File: config.mk
export PLATFORM = sky130hd
export DESIGN_NAME = audio_sample_fifo_flat
export DESIGN_NICKNAME = d
export VERILOG_FILES = /design/src/rtl/audio_pkg.sv /design/src/rtl/audio_sample_fifo_if.sv /design/src/rtl/audio_sample_fifo_fifo.sv /design/src/rtl/audio_sample_fifo.sv /design/src/flat_wrapper.sv
export SDC_FILE = /design/constraint.sdc
export NUM_CORES = 1
export LEC_CHECK = 0
export BUFFER_PORTS_ARGS = -buffer_cell sky130_fd_sc_hd__clkbuf_2
export CORE_MARGIN = 2
export CORE_UTILIZATION = 40
export CTS_CLUSTER_DIAMETER = 80
export DETAILED_ROUTE_END_ITERATION = 6
export GPL_ROUTABILITY_DRIVEN = 0
export GPL_TIMING_DRIVEN = 0
export SLEW_MARGIN = 15
export SYNTH_ARGS = -nofsm -noshare
export SYNTH_HDL_FRONTEND = slang
export SYNTH_SLANG_ARGS = --single-unit
File: constraint.sdc
create_clock -name clk -period 5.83 [get_ports clk]
set_input_delay 1.166 -clock clk [delete_from_list [all_inputs] [get_ports clk]]
set_output_delay 1.166 -clock clk [all_outputs]
set_load 0.01 [all_outputs]
File: src/rtl/audio_pkg.sv
// rtl/audio_pkg.sv - shared widths and packer state type for the audio sample FIFO
package audio_pkg;
   localparam int SAMPLE_W = 24;
   localparam int FRAME_W  = 2 * SAMPLE_W;

   typedef enum logic {PK_LEFT, PK_RIGHT} pk_state_t;
endpackage

File: src/rtl/audio_sample_fifo_if.sv
// rtl/audio_sample_fifo_if.sv - sample-in / frame-out handshake bundle
interface audio_sample_fifo_if
   import audio_pkg::*;
#(
   parameter int W = SAMPLE_W
);
   logic [W-1:0]   in_data;
   logic           in_valid;
   logic           in_ready;
   logic [2*W-1:0] out_data;
   logic           out_valid;
   logic           out_ack;

   modport slave  (input in_data, in_valid, out_ack, output in_ready, out_data, out_valid);
   modport master (output in_data, in_valid, out_ack, input in_ready, out_data, out_valid);
endinterface

File: src/rtl/audio_sample_fifo_fifo.sv
// rtl/audio_sample_fifo_fifo.sv - first-word-fall-through frame FIFO with flush
module sync_fifo_fwft #(
   parameter int WIDTH      = 48,
   parameter int DEPTH_LOG2 = 4
) (
   input  logic                  clk,
   input  logic                  rst,
   input  logic                  i_flush,
   input  logic                  i_push,
   input  logic [WIDTH-1:0]      i_wdata,
   input  logic                  i_pop,
   output logic [WIDTH-1:0]      o_rdata,
   output logic                  o_empty,
   output logic                  o_full,
   output logic [DEPTH_LOG2:0]   o_level
);
   localparam int DEPTH = 1 << DEPTH_LOG2;

   logic [WIDTH-1:0]      r_mem [DEPTH];
   logic [DEPTH_LOG2-1:0] r_wptr;
   logic [DEPTH_LOG2-1:0] r_rptr;
   logic [DEPTH_LOG2:0]   r_level;
   logic                  w_push;
   logic                  w_pop;

   assign o_empty = (r_level == '0);
   assign o_full  = (r_level == (DEPTH_LOG2+1)'(DEPTH));
   assign w_push  = i_push && !o_full;
   assign w_pop   = i_pop && !o_empty;
   assign o_level = r_level;
   // Head is read straight from the array; zero while empty so idle frames are silent
   assign o_rdata = o_empty ? '0 : r_mem[r_rptr];

   always_ff @(posedge clk) begin
      if (rst || i_flush) begin
         r_wptr  <= '0;
         r_rptr  <= '0;
         r_level <= '0;
      end else begin
         if (w_push) r_wptr <= r_wptr + DEPTH_LOG2'(1);
         if (w_pop)  r_rptr <= r_rptr + DEPTH_LOG2'(1);
         r_level <= r_level + (DEPTH_LOG2+1)'(w_push) - (DEPTH_LOG2+1)'(w_pop);
      end
   end

   always_ff @(posedge clk) begin
      if (w_push && !rst && !i_flush) r_mem[r_wptr] <= i_wdata;
   end
endmodule

File: src/rtl/audio_sample_fifo.sv
// rtl/audio_sample_fifo.sv - packs L/R samples into stereo frames, buffers them for the I2S master
module audio_sample_fifo
   import audio_pkg::*;
#(
   parameter int SAMPLE_W        = audio_pkg::SAMPLE_W,
   parameter int DEPTH_LOG2      = 4,
   parameter int ALMOST_EMPTY_TH = 2
) (
   input  logic                     clk,
   input  logic                     rst,
   audio_sample_fifo_if.slave       bus,
   input  logic                     flush,
   input  logic                     underrun_clear,
   output logic [DEPTH_LOG2:0]      level,
   output logic                     almost_empty,
   output logic [15:0]              underrun_count
);
   pk_state_t             r_state;
   pk_state_t             w_next;
   logic [SAMPLE_W-1:0]   r_left;
   logic [15:0]           r_ucnt;
   logic                  w_in_ready;
   logic                  w_accept;
   logic                  w_push;
   logic                  w_pop;
   logic                  w_underrun;
   logic                  w_full;
   logic                  w_empty;
   logic [2*SAMPLE_W-1:0] w_rdata;

   always_ff @(posedge clk) begin
      if (rst || flush) r_state <= PK_LEFT;
      else              r_state <= w_next;
   end

   always_comb begin
      w_next     = r_state;
      w_in_ready = 1'b0;
      w_push     = 1'b0;
      unique case (r_state)
         PK_LEFT:  w_in_ready = 1'b1;
         // No pass-through: a same-cycle pop does not free a slot for this push
         PK_RIGHT: w_in_ready = !w_full;
         default:  w_in_ready = 1'b0;
      endcase
      if (flush) w_in_ready = 1'b0;
      w_accept = bus.in_valid && w_in_ready;
      if (w_accept) begin
         w_next = (r_state == PK_LEFT) ? PK_RIGHT : PK_LEFT;
         w_push = (r_state == PK_RIGHT);
      end
   end

   always_ff @(posedge clk) begin
      if (rst || flush)                     r_left <= '0;
      else if (w_accept && r_state == PK_LEFT) r_left <= bus.in_data;
   end

   assign w_pop      = bus.out_ack && !w_empty && !flush;
   assign w_underrun = bus.out_ack && w_empty && !flush;

   always_ff @(posedge clk) begin
      if (rst || underrun_clear)              r_ucnt <= '0;
      else if (w_underrun && r_ucnt != 16'hFFFF) r_ucnt <= r_ucnt + 16'd1;
   end

   sync_fifo_fwft #(
      .WIDTH      (2*SAMPLE_W),
      .DEPTH_LOG2 (DEPTH_LOG2)
   ) u_fifo (
      .clk     (clk),
      .rst     (rst),
      .i_flush (flush),
      .i_push  (w_push),
      .i_wdata ({r_left, bus.in_data}),
      .i_pop   (w_pop),
      .o_rdata (w_rdata),
      .o_empty (w_empty),
      .o_full  (w_full),
      .o_level (level)
   );

   assign bus.in_ready   = w_in_ready;
   assign bus.out_data   = w_rdata;
   assign bus.out_valid  = !w_empty;
   assign almost_empty   = (level <= (DEPTH_LOG2+1)'(ALMOST_EMPTY_TH));
   assign underrun_count = r_ucnt;
endmodule

File: src/flat_wrapper.sv
// flat-port wrapper written by rule: the top's interface ports become plain ports
module audio_sample_fifo_flat import audio_pkg::*;
#(
   parameter int SAMPLE_W        = audio_pkg::SAMPLE_W,
   parameter int DEPTH_LOG2      = 4,
   parameter int ALMOST_EMPTY_TH = 2
)
  (clk, rst, flush, underrun_clear, level, almost_empty, underrun_count, bus_in_data, bus_in_valid, bus_out_ack, bus_in_ready, bus_out_data, bus_out_valid);
  audio_sample_fifo_if #(.W(24)) bus_i ();
  input  logic clk;
  input  logic rst;
  input  logic flush;
  input  logic underrun_clear;
  output logic [DEPTH_LOG2:0] level;
  output logic almost_empty;
  output logic [15:0] underrun_count;
  input wire logic [$bits(bus_i.in_data)-1:0] bus_in_data;
  input wire logic [$bits(bus_i.in_valid)-1:0] bus_in_valid;
  input wire logic [$bits(bus_i.out_ack)-1:0] bus_out_ack;
  output wire logic [$bits(bus_i.in_ready)-1:0] bus_in_ready;
  output wire logic [$bits(bus_i.out_data)-1:0] bus_out_data;
  output wire logic [$bits(bus_i.out_valid)-1:0] bus_out_valid;
  assign bus_i.in_data = bus_in_data;
  assign bus_i.in_valid = bus_in_valid;
  assign bus_i.out_ack = bus_out_ack;
  assign bus_in_ready = bus_i.in_ready;
  assign bus_out_data = bus_i.out_data;
  assign bus_out_valid = bus_i.out_valid;
  audio_sample_fifo #(.SAMPLE_W(SAMPLE_W), .DEPTH_LOG2(DEPTH_LOG2), .ALMOST_EMPTY_TH(ALMOST_EMPTY_TH)) u_core (.clk(clk), .rst(rst), .bus(bus_i), .flush(flush), .underrun_clear(underrun_clear), .level(level), .almost_empty(almost_empty), .underrun_count(underrun_count));
endmodule
Word-level counts from Yosys, hierarchy flattened
Memories as Yosys holds them, arrays and structs flattened. A register that Yosys moved wholly into a read port is not among the register bits.
Cells that the tools add are included.
- bits in read-only memories: 0
- input port bits: 30
- memories: 1
- RAM bits: 768
- bits in latches: 0
- register bits after elaboration: 54
- output and inout port bits: 72
- word-level logic and storage cells: 43
- memories (memory ; words ; width ; rd ports ; clocked after memory_dff ; wr ports ; line ; text):
    u_core.u_fifo.r_mem ; 16 ; 48 ; 1 ; 1 ; 1 ; audio_sample_fifo_fifo.sv:19 ; logic [WIDTH-1:0] r_mem [DEPTH];
- shift operators: 0
- multipliers: 0
- reduce and logical (&&, ||, !) cells: 18
- equal/unequal tests: 2
- bitwise operators: 1
- div/mod/pow operators: 0
- add/sub/neg operators: 5
- multiplexer cells: 9
- order comparisons: 1
- operator list (kind ; number):
    $mux 48 ; 1
    $add 16x1->16 const B ; 1
    $ne 16x16->1 const B ; 1
    $logic_and 1x1->1 ; 11
    $add 4x1->4 const B ; 2
    $mux 4 ; 2
    $add 5x1->5 ; 1
    $eq 5x5->1 const B ; 1
    $le 5x2->1 const B ; 1
    $logic_not 5->1 ; 1
    $mux 1 ; 5
    $sub 5x1->5 ; 1
    $logic_not 1->1 ; 4
    $logic_or 1x1->1 ; 2
    $pmux 1 s2 ; 1
    $not 1->1 ; 1

Longest topological paths before layout
- word-level depth: 11
- depth in mapped cells: 14
- depth with buffers taken out: 14

Modules after synthesis
From an unflattened synthesis, not the netlist that was laid out.
- cell total of the unflattened synthesis: 1504
- area total of the unflattened synthesis: 31635.3 µm²
- modules (own cells, without submodules) (module ; seq. area each (µm²) ; cells each ; area each (µm²) ; instances):
    sync_fifo_fwft ; 23402.4 ; 1287 ; 29871.1 ; 1
    audio_sample_fifo ; 820.8 ; 217 ; 1764.2 ; 1

Worst setup path after synthesis
Ideal clock, no wire load.
- path type: input-to-reg
- start point: input port flush
- end point: memory u_core.u_fifo.r_mem[11][0] (enable)
- required time: 5.376 ns
- stages: 4
- path buffers: 0
- setup time: 0.454 ns
- slack: 1.427 ns
- arrival time: 3.949 ns
- cell sequence: nand3b_1 > nor2_1 > nand3b_1 > nor2_1
- cells in the longest elaborated chain, start to end: 8
- elaborated cells on any way between the ends: 9
- classes of those cells: mux (4); reduce/logical (5)
- RTL lines (element ; line ; text):
    start: declaration ; flat_wrapper.sv:12 ; input logic flush;
    $mux 1 ; audio_sample_fifo.sv:46 ; if (flush) w_in_ready = 1'b0;
    $logic_and 1x1->1 ; audio_sample_fifo.sv:47 ; w_accept = bus.in_valid && w_in_ready;
    $mux 1 ; audio_sample_fifo.sv:48 ; if (w_accept) begin
    $logic_and 1x1->1 ; audio_sample_fifo_fifo.sv:28 ; assign w_push = i_push && !o_full;
    $logic_and 1x1->1 ; audio_sample_fifo_fifo.sv:47 ; if (w_push && !rst && !i_flush) r_mem[r_wptr] <= i_wdata;
    $logic_and 1x1->1 * ; audio_sample_fifo_fifo.sv:47 ;
    $mux 1 * ; audio_sample_fifo_fifo.sv:47 ;
    $mux 1 (not written as such) * ; audio_sample_fifo_fifo.sv:47 ;
    end: declaration ; audio_sample_fifo_fifo.sv:19 ;
Mark *: on every way between the ends. The rest lies on a longest branch, timed or not.

Worst setup path in the final report
- start point: register u_core.u_fifo.r_level[2] (netlist: u_core.u_fifo.o_level[2])
- end point: output port bus_out_data[25]
- cells in the longest elaborated chain, start to end: 2
- RTL lines (element ; line ; text):
    start: declaration ; audio_sample_fifo_fifo.sv:22 ; logic [DEPTH_LOG2:0] r_level;
    start signal: assignment ; audio_sample_fifo_fifo.sv:42 ; r_level <= r_level + (DEPTH_LOG2+1)'(w_push) - (DEPTH_LOG2+1)'(w_pop);
    $logic_not 5->1 ; audio_sample_fifo_fifo.sv:26 ; assign o_empty = (r_level == '0);
    $mux 48 ; audio_sample_fifo_fifo.sv:32 ; assign o_rdata = o_empty ? '0 : r_mem[r_rptr];
    end: declaration ; flat_wrapper.sv:21 ; output wire logic [$bits(bus_i.out_data)-1:0] bus_out_data;
Every way passes these cells.

==> metrics.md <==
| Metric | Value |
|---|---|
| Final hold viol count | `0` |
| Largest net degree at the start of global routing | `22` |
| Root buf cell | `clkbuf_16` |
| Worst Hold Class | `register to register` |
| Initial DRC count | `about 1400` |
| Hold EP | `u_core.underrun_count[9]` |
| Tot GR Track Use | `0.185` |
| H-Tree Depth | `3` |
| Fin crit share | `0.906` |
| Fraction of layout cells with a size suffix above 1 | `0.278` |
| Nets | `1768` |
| Max Clock Freq | `between 0.15 and 0.2 GHz` |
| Yosys reg bits | `about 830` |
| Area leader, netlist | `edfxtp_1` |
| Synth cell types | `49` |
| # clock sinks | `between 800 and 900` |
| Die area | `between 0.08 and 0.09 mm^2` |
| Status | `complete, no violations` |
| Routed wire length | `roughly 74000 um` |
| Cell area power density | `about 330 mW/mm^2` |
| WP data arrival | `4120 ps` |
| EDFF count, synth | `about 770` |
| Core Rows | `around 100` |
| IO Pins | `102` |
| Crit path launch type | `register` |
| Layout area overhead | `17.3%` |
| TritonCTS clock tree | `done` |
| Resize count post-CTS | `0` |
| Design Power | `~12000 uW` |
| Chip height | `~280 um` |
| Placed Area | `approximately 0.034 mm^2` |
| Slew HR | `0.226` |
| Syn_area_per_cell | `~21 um^2` |
| DR vias/cell | `about 5.6` |
| Yosys top cell area share | `0.736` |
| Clk buf depth | `3` |
| First-pass GRT wire length | `roughly 110000 um` |
| Post-CTS setup buffers | `0` |
| Worst R2R Start | `u_core.u_fifo.o_level[2]` |
| Buffers added on ports | `around 100` |
| Final ANT Viol Nets | `0` |
| Synthesized Nets | `1545` |
| Die width | `between 200 and 300 um` |
| Crit path required time | `between 4000 and 5000 ps` |
| Final setup viols | `0` |
| Asr flop ratio synth | `0` |
| Leak Pwr | `0.0117 uW` |
| Synth area leaders | `edfxtp_1, mux4_2, dfxtp_1` |
| Worst Setup End Kind | `output pin` |
| Post-synthesis sequential area ratio | `0.773` |
| Crit Reg-Reg Endpoint | `u_core.u_fifo.r_mem[7][16]` |
| Post-cts hold buffer count | `0` |
| R2R cell count | `8` |
| Via count | `15800` |
| Hold path cells | `2` |
| Dpl cells | `between 2000 and 3000` |
| Hold path start | `u_core.underrun_count[9]` |
| Synthesized instance count | `1500` |
| Vias in the first global route | `16500` |
| Post-Layout Cell Count | `approximately 2800` |
| Starting Density | `0.405` |
| # DRC | `0` |
| Mapped Area | `0.0313 mm^2` |
| RSZ-0062 raised after global routing | `no` |
| Wirelength per Cell | `~26 um` |
| Clock skew | `29.4 ps` |
| Top post-synthesis cells by count | `edfxtp_1, mux4_2, nand2_1` |
| Fin crit period | `roughly 5300 ps` |
| DP HPWL | `around 48000 um` |
| Tightest Pin Transition | `about 1200 ps` |
| Yosys warns | `0` |
| Peak supply drop | `about 220 uV` |
| Max-slew violations | `0` |
| Initial antenna violation count | `2` |
| Count leader, synth | `edfxtp_1` |
| Maxcap violations | `0` |
| Grt ovf | `0` |
| Fill count | `6412` |
| Reg clk slew, reported paths | `approximately 60 ps` |
| Num CTS Buffers | `84` |
| Critical Path Fanout Max | `10` |
| Dominant synthesized flop cell | `edfxtp_1` |
| Fin area | `0.0368 mm^2` |
| R2R setup slack | `~2500 ps` |
| Clk_lat worst skew | `around 630 ps` |
| Setup CP Type | `register to output pin` |
| Core area | `0.0775 mm^2` |
| TritonRoute pass-1 iters | `5` |
==> kinds of logic after synthesis <==
family | after synthesis | share of synthesized area
xor gates and xnor gates | 9 | 0.00251
muxes | 200 | 0.141
DFF | 826 | 0.773
AOI/OAI and AO/OA | 148 | 0.0330
adders and majority gates | 15 | 0.00623
and+or+nand+nor | 210 | 0.0325
buffers and inverters | 92 | 0.0125
==> where the power goes <==
| part | internal [uW] | switching, uW |
|---|---|---|
| logic | 143 | 304 |
| clock network | 3080 | 2190 |
| registers | 6450 | 23.5 |
==> worst max-delay path by stage <==
stage / depth (start not counted) / endpoint / from / slack [ps]
after floorplan: 4 / u_core.u_fifo.r_mem[11][0] / flush / 1430
after global placement: 5 / u_core.u_fifo.r_mem[6][21] / flush / -1490
after detailed placement: 9 / bus_out_data[25] / u_core.u_fifo.o_level[2] / 1180
after CTS: 9 / bus_out_data[35] / u_core.u_fifo.o_level[2] / 490
after global routing: 9 / bus_out_data[25] / u_core.u_fifo.o_level[2] / 450
final: 9 / bus_out_data[25] / u_core.u_fifo.o_level[2] / 550
==> layout make-up <==
class | count | area (um^2) | share of cell area
Antenna cell | 1 | 2.50 | 0.0000680
Tap cell | 1040 | 1300 | 0.0354
Clock buffer | 112 | 2250 | 0.0611
Sequential cell | 826 | 24200 | 0.659
Clock inverter | 43 | 439 | 0.0119
Multi-Input combinational cell | 582 | 6850 | 0.186
Timing Repair Buffer | 137 | 1320 | 0.0360
Buffer | 77 | 337 | 0.00915
Inverter | 15 | 56.3 | 0.00153
==> flip-flops by register name, summed over array words and instances, names as in the netlist, named ones only <==
name and count:
u_core.underrun_count 16, u_core.u_fifo.r_rptr 4, u_core.r_left 24, u_core.u_fifo.r_mem 768, u_core.u_fifo.o_level 5, u_core.r_state 1
u_core.u_fifo.r_wptr 4
==> worst max-delay path: stages (launching register included) <==
cell	delay, ps
dfxtp_1	350
inv_1	90
ha_1	240
nor4b_4	200
nor3b_1	620
clkbuf_1	610
clkbuf_1	840
a22oi_1	160
nand2_1	200
clkbuf_2	160
==> layout by cell type, fill, tap and decap left out, types with 15 or more instances in the layout <==
cell type and count:
edfxtp_1 768, a22oi_1 94, clkbuf_1 75, buf_12 23
dfxtp_1 58, clkbuf_2 101, nand2_1 112, a21oi_1 34
mux4_2 192, buf_2 20, nor2_4 16, nor2_1 20
clkinv_2 15, clkbuf_16 85
==> per-stage QoR <==
stage	TNS (ps)	hold WS (ps)	setup slack (ps)	util
floorplan	0	485	1430	-
global placement	-1069910	471	-1490	0.428
detailed placement	0	487	1180	0.440
CTS	0	501	493	0.475
global route	0	527	453	0.475
finish	0	497	547	0.475
==> per-layer routing <==
layer / share of wire / global-route usage / vias to the layer above
met5: 0.00019 / 0 / -
met4: 0.018 / 0.0525 / 2
met3: 0.066 / 0.0297 / 87
met2: 0.49 / 0.302 / 582
met1: 0.43 / 0.258 / 8443
li1: - / - / 6686
No activity file was read; power rests on OpenSTA's default activity.
